## src/rtl/muldiv_unit.sv

```systemverilog
// muldiv_unit: iterative RV32M multiply/divide unit placed between the
// register file read ports and its write port. One operation is accepted
// while idle, computed over a fixed 32 iteration cycles, sign-fixed in one
// cycle, then written back with a single-cycle strobe.
//
// Ports:
//   i_clk         clock, all state changes on rising edge
//   i_rst         synchronous active-high reset (aborts any operation)
//   i_valid       issue request, operands valid this cycle
//   o_ready       unit idle and able to accept
//   i_funct3      M-extension operation select
//   i_rs1_val     operand A
//   i_rs2_val     operand B
//   i_rd          destination register select
//   o_write_en    register file write strobe (suppressed for rd = 0)
//   o_sel_write   register file write select (zero outside write cycle)
//   o_write_data  register file write data (zero outside write cycle)
//   o_done        one-cycle completion pulse
module muldiv_unit #(
   parameter int unsigned XLEN = 32
) (
   input  logic            i_clk,
   input  logic            i_rst,
   input  logic            i_valid,
   output logic            o_ready,
   input  logic [2:0]      i_funct3,
   input  logic [XLEN-1:0] i_rs1_val,
   input  logic [XLEN-1:0] i_rs2_val,
   input  logic [4:0]      i_rd,
   output logic            o_write_en,
   output logic [4:0]      o_sel_write,
   output logic [XLEN-1:0] o_write_data,
   output logic            o_done
);

   localparam int unsigned CntW = $clog2(XLEN);
   localparam logic [XLEN-1:0] MinInt = {1'b1, {(XLEN-1){1'b0}}};
   localparam logic [XLEN-1:0] One    = {{(XLEN-1){1'b0}}, 1'b1};

   typedef enum logic [1:0] {StIdle, StCalc, StFix, StDone} state_t;

   state_t              state_q;
   logic [2:0]          funct3_q;
   logic [4:0]          rd_q;
   logic [XLEN-1:0]     a_mag_q;
   logic [XLEN-1:0]     b_mag_q;    // multiplier shifts right during a multiply
   logic [XLEN-1:0]     a_raw_q;    // kept for REM by zero
   logic                b_neg_q;
   logic                res_neg_q;
   logic [2*XLEN-1:0]   acc_q;
   logic [CntW-1:0]     cnt_q;

   // Accept-side operand conditioning
   logic            a_signed, b_signed, a_neg_in, b_neg_in, res_neg_in;
   logic [XLEN-1:0] a_mag_in, b_mag_in;

   always_comb begin
      a_signed   = (i_funct3 == 3'b000) || (i_funct3 == 3'b001) || (i_funct3 == 3'b010) ||
                   (i_funct3 == 3'b100) || (i_funct3 == 3'b110);
      b_signed   = (i_funct3 == 3'b000) || (i_funct3 == 3'b001) ||
                   (i_funct3 == 3'b100) || (i_funct3 == 3'b110);
      a_neg_in   = a_signed & i_rs1_val[XLEN-1];
      b_neg_in   = b_signed & i_rs2_val[XLEN-1];
      a_mag_in   = a_neg_in ? (~i_rs1_val + One) : i_rs1_val;
      b_mag_in   = b_neg_in ? (~i_rs2_val + One) : i_rs2_val;
      // Remainder takes the dividend's sign; product and quotient take the xor
      res_neg_in = (i_funct3[2] & i_funct3[1]) ? a_neg_in : (a_neg_in ^ b_neg_in);
   end

   // Iteration datapath
   logic [XLEN:0]   mul_sum;
   logic [XLEN:0]   div_shift;
   logic [XLEN:0]   div_diff;
   logic            div_ge;
   logic [XLEN-1:0] div_rem;

   always_comb begin
      // Shift-add: add into the high half, then shift the whole product right
      mul_sum   = {1'b0, acc_q[2*XLEN-1:XLEN]} + {1'b0, (b_mag_q[0] ? a_mag_q : '0)};
      // Restoring step: high half is the partial remainder, low half holds the
      // remaining dividend bits with quotient bits shifting in from the bottom
      div_shift = {acc_q[2*XLEN-1:XLEN], acc_q[XLEN-1]};
      div_diff  = div_shift - {1'b0, b_mag_q};
      div_ge    = ~div_diff[XLEN];
      div_rem   = div_ge ? div_diff[XLEN-1:0] : div_shift[XLEN-1:0];
   end

   // Sign fix and result selection
   logic [2*XLEN-1:0] prod;
   logic [XLEN-1:0]   quot, rem, fix_result;
   logic              div_by_zero, div_ovf;

   always_comb begin
      prod        = res_neg_q ? (~acc_q + {{(2*XLEN-1){1'b0}}, 1'b1}) : acc_q;
      quot        = res_neg_q ? (~acc_q[XLEN-1:0] + One) : acc_q[XLEN-1:0];
      rem         = res_neg_q ? (~acc_q[2*XLEN-1:XLEN] + One) : acc_q[2*XLEN-1:XLEN];
      div_by_zero = funct3_q[2] && (b_mag_q == '0);
      div_ovf     = funct3_q[2] && !funct3_q[0] && (a_raw_q == MinInt) &&
                    b_neg_q && (b_mag_q == One);
      case (funct3_q)
         3'b000:                 fix_result = prod[XLEN-1:0];
         3'b001, 3'b010, 3'b011: fix_result = prod[2*XLEN-1:XLEN];
         3'b100, 3'b101:         fix_result = quot;
         default:                fix_result = rem;
      endcase
      if (div_by_zero) begin
         fix_result = funct3_q[1] ? a_raw_q : '1;
      end else if (div_ovf) begin
         fix_result = funct3_q[1] ? '0 : MinInt;
      end
   end

   always_ff @(posedge i_clk) begin
      if (i_rst) begin
         state_q      <= StIdle;
         funct3_q     <= '0;
         rd_q         <= '0;
         a_mag_q      <= '0;
         b_mag_q      <= '0;
         a_raw_q      <= '0;
         b_neg_q      <= 1'b0;
         res_neg_q    <= 1'b0;
         acc_q        <= '0;
         cnt_q        <= '0;
         o_ready      <= 1'b1;
         o_write_en   <= 1'b0;
         o_done       <= 1'b0;
         o_sel_write  <= '0;
         o_write_data <= '0;
      end else begin
         case (state_q)
            StIdle: begin
               if (i_valid) begin
                  funct3_q  <= i_funct3;
                  rd_q      <= i_rd;
                  a_mag_q   <= a_mag_in;
                  b_mag_q   <= b_mag_in;
                  a_raw_q   <= i_rs1_val;
                  b_neg_q   <= b_neg_in;
                  res_neg_q <= res_neg_in;
                  // Divide seeds the low half with the dividend magnitude
                  acc_q     <= i_funct3[2] ? {{XLEN{1'b0}}, a_mag_in} : '0;
                  cnt_q     <= '0;
                  o_ready   <= 1'b0;
                  state_q   <= StCalc;
               end
            end
            StCalc: begin
               cnt_q <= cnt_q + 1'b1;
               if (funct3_q[2]) begin
                  acc_q <= {div_rem, acc_q[XLEN-2:0], div_ge};
               end else begin
                  acc_q   <= {mul_sum, acc_q[XLEN-1:1]};
                  b_mag_q <= b_mag_q >> 1;
               end
               if (cnt_q == CntW'(XLEN - 1)) begin
                  state_q <= StFix;
               end
            end
            StFix: begin
               o_done       <= 1'b1;
               o_write_en   <= (rd_q != 5'd0);
               o_sel_write  <= rd_q;
               o_write_data <= fix_result;
               state_q      <= StDone;
            end
            StDone: begin
               o_done       <= 1'b0;
               o_write_en   <= 1'b0;
               o_sel_write  <= '0;
               o_write_data <= '0;
               o_ready      <= 1'b1;
               state_q      <= StIdle;
            end
            default: begin
               state_q <= StIdle;
               o_ready <= 1'b1;
            end
         endcase
      end
   end

endmodule

```

## config.mk

```make
export PLATFORM = sky130hd
export DESIGN_NAME = muldiv_unit
export DESIGN_NICKNAME = d
export VERILOG_FILES = /design/src/rtl/muldiv_unit.sv
export SDC_FILE = /design/constraint.sdc
export NUM_CORES = 1
export LEC_CHECK = 0
export ABC_AREA = 1
export ABC_CLOCK_PERIOD_IN_PS = 3000
export BUFFER_PORTS_ARGS = -buffer_cell sky130_fd_sc_hd__buf_2
export CAP_MARGIN = 20
export CORE_AREA = 2 2 245 247
export DETAILED_ROUTE_END_ITERATION = 10
export DIE_AREA = 0 0 247 249
export PLACE_DENSITY_LB_ADDON = 0.3
export SYNTH_ARGS = -nofsm -noshare
export SYNTH_HDL_FRONTEND = slang
export SYNTH_SLANG_ARGS = --single-unit
```

## constraint.sdc

```tcl
create_clock -name i_clk -period 3 [get_ports i_clk]
set_input_delay 0.6 -clock i_clk [delete_from_list [all_inputs] [get_ports i_clk]]
set_output_delay 0.6 -clock i_clk [all_outputs]
set_load 0.02 [all_outputs]
```

==> flow_metrics.tcl <==
set metrics [dict create \
    ios 115 \
    final_cell_mix "nand2_1, inv_1, nor2_1" \
    synth_top_family_by_area "simple AND/OR/NAND/NOR gates" \
    report.final.hold_viol_count 0 \
    maximum_level_of_the_cts_h_tree 1 \
    synth_edf_count 0 \
    tritoncts.num_buffers 27 \
    r2r_setup_slack_ps 200 \
    grt_remaining_overflow 0 \
    synth_top_flop_cell "dfxtp_1" \
    grt_first_pass_wirelength_um 125000 \
    critical_path_arrival_ps 3210 \
    post-synth-top-area-fraction 0.218 \
    clkSlewWorstSetupHoldPaths_ps 60 \
    root_buffer_cell "clkbuf_16" \
    worst_ep_required_time_ps 3410 \
    placed_cells_incl_taps 4399 \
    post_route_cells_drive_above_1_share 0.0867 \
    critical_path.startpoint "acc_q[31]$_SDFFE_PP0P_" \
    sequential_area_share_after_synthesis 0.218 \
    drt_pass1_iterations 6 \
    sequentialPowerShare 0.193 \
    synth_simple_gate_area_share 0.395 \
    synth.cell_area_um2 19900 \
    drt_iter0_drc 2608 \
    clock.fmax_mhz 357 \
    warnings_synthesis 0 \
    synth.top_cells.by_area "dfxtp_1, nand2_1, inv_1" \
    finalCritPeriodShare 0.933 \
    netlist_instances 3570 \
    worst_slew_margin_rel 0.296 \
    stdcell_area_um2 22600 \
    initial_utilization 0.339 \
    cell_internal_pwr_mw 10.3 \
    synth.net_count 3721 \
    post-route-util 0.385 \
    postSynth.asyncResetShare 0 \
    chipHeight_um 249 \
    fin_setup_tns_ps 0 \
    ys_ff_latch 216 \
    dpl.hpwl_um 65200 \
    die_footprint_um2 61500 \
    synth_top_cell_by_area "dfxtp_1" \
    critical_path_peak_fanout 34 \
    timing.clock.skew_ps 13.5 \
    number_of_antenna_cells_inserted 0 \
    wl_um 82600 \
    vdd.ir_drop.worst_uv 697 \
    period_needed_ps 2800 \
    cts_tree "yes" \
    setup_viol 0 \
    num_rows 89 \
    worstMarginPinSlew_ps 1050 \
    timing.max_cap.violations 0 \
    yosys.area_share.xor_xnor 0.0291 \
    insertion_delay_ps 560 \
    rsz0062_at_grt "no" \
    multiInputGateArea_um2 13300 \
    slew_violations 0 \
    cp-start-kind "flop" \
    first_global_vias 21100 \
    power_density_nw_per_um2 1030 \
    p_sw_mw 13.0 \
    grt.total_usage 0.261 \
    placement.cell_area_um2 21600 \
    synth.distinct_cells 54 \
    grt_start_max_net_pins 129 \
    routed-via-count 23800 \
    fin_cells 4451 \
    synth_fa_ha_area_frac 0.0486 \
    post_synth_mux_area_share 0 \
    met3RoutedLength_um 6680 \
    total_power_mw 23.3 \
    top_layer "met5" \
    floorplan.core_area_um2 58700 \
    regArea_um2 4330 \
    critPathCaptureType "flop" \
    cts_buffer_depth 3 \
    vias_per_cell 5.35 \
    dieWidth_um 247 \
    port_buffer_count 114 \
    gp_congestion 1.02 \
    fillerInstances 6686 \
    nNetsFinal 3810 \
    area_delta_synth_final_pct 13.5 \
    postCtsHoldBufs 0 \
    detail_route.drc_violations 0 \
    switching_share 0.558 \
    post_drt_wl_per_cell_um 18.6 \
    grt_antenna_before_repair 2 \
    detail_route.wirelength.met1_um 37100 \
    p_leak_nw 11.2 \
    route.antenna.remaining_nets 0 \
    hp-start "i_rd[1]" \
    worstReg2RegStart "acc_q[31]$_SDFFE_PP0P_" \
    worstHoldPathType "input pin to flop" \
    path_class "flop to flop" \
    clkSinkCount 216 \
    mostFrequentLayoutCell "nand2_1" \
    post_synthesis_average_cell_area_um2 5.57 \
    dr_wl_met2_um 35000 \
    power_frac_comb 0.657 \
    synth-compound-area-share 0.193 \
    run_status "finished clean" \
    p_clk_frac 0.149 \
]
## path summary, 6_finish.rpt
kind | to | depth (start not counted)
max | acc_q[32]$_SDFFE_PP0P_ | 17
min | rd_q[1]$_SDFFE_PP0P_ | 3
max reg2reg | acc_q[32]$_SDFFE_PP0P_ | 17
min reg2reg | o_write_data[24]$_SDFFE_PP0P_ | 2
## registers in the layout, summed over array words and instances (netlist names), 2 cells and up
name and flops:
funct3_q 3, o_write_data 32, cnt_q 5, rd_q 5, o_sel_write 5, state_q 2
a_mag_q 32, b_mag_q 32, acc_q 64, a_raw_q 31
## synth_stat cells (2+ instances only)
library cell / n
o21ai_4: 2
ha_1: 74
o221ai_1: 7
o41ai_1: 2
a21oi_1: 326
xnor2_1: 11
o21ai_1: 13
dfxtp_1: 216
nor3_2: 2
nand4_1: 34
nor3_1: 32
o211ai_1: 14
nand2_2: 12
nor4_1: 12
o21bai_1: 9
nand3b_1: 9
inv_2: 7
nor2_2: 14
and3_1: 2
fa_1: 2
nand3_2: 2
and2_1: 4
buf_1: 20
a21o_1: 7
xor2_1: 55
a21oi_2: 3
buf_4: 5
nand2_1: 1068
or2_2: 6
nor2_1: 416
inv_1: 448
clkinv_1: 2
o21a_1: 6
o21ai_0: 260
nor2_4: 3
a211oi_1: 3
nand3_1: 277
clkbuf_1: 97
o21ai_2: 5
buf_2: 23
o31ai_1: 22
a31oi_1: 26
## timing repair
| action | 4_1_cts | 5_1_grt |
|---|---|---|
| resized for setup | 0 | 7 |
| setup endpoints to repair | 0 | 28 |
| buffers inserted | 0 | 4 |
## critical path: stages, from the launching register on
cell and delay [ps]:
dfxtp_1 410, inv_1 100, ha_1 230, fa_1 430, inv_1 90, nand2_1 50
nand2_1 90, nand3_2 80, nand2_2 110, nand2_1 80, nand2_2 110, nand2_2 90
nand3_1 190, nand2_8 190, o21ai_1 180, nand2_1 70, nand2_1 80, a21oi_1 50
## cell type report
cell class	count	area share
Multi-Input combinational cell	2750	0.588
Clock inverter	10	0.00649
Timing Repair Buffer	207	0.0598
Sequential cell	216	0.192
Clock buffer	38	0.0345
Tap cell	773	0.0429
Inverter	457	0.0760
## power groups by stage
stage | sequential [mW] | combinational [mW] | clock, mW
after floorplan | 4.38 | 10.2 | 0
after global placement | 4.53 | 14.8 | 0
after detailed placement | 4.53 | 14.8 | 0
after CTS | 4.48 | 14.8 | 3.51
after global routing | 4.59 | 17.0 | 3.63
final | 4.51 | 15.3 | 3.48
## layer usage
| layer | GRT usage | vias up |
|---|---|---|
| met5 | 0 | - |
| li1 | - | 11700 |
| met3 | 0.0285 | 187 |
| met1 | 0.377 | 10900 |
| met4 | 0.110 | 4 |
| met2 | 0.388 | 1015 |
## per-stage QoR
step	setup slack (ps)	hold slack [ps]
3_5_place_dp	199	456
3_3_place_gp	209	453
4_1_cts	184	301
5_1_grt	24.7	318
6_report	202	298
2_1_floorplan	384	443
## kinds of logic (layout without fill, tap and decap cells)
family	Yosys count	after routing
xor gates and xnor gates	66	66
DFF	216	216
and+or+nand+nor	1898	1898
buffers and inverters	604	712
adders and majority gates	76	76
AOI/OAI and AO/OA	710	710
Note: power is estimated with default switching activity, not from simulation.
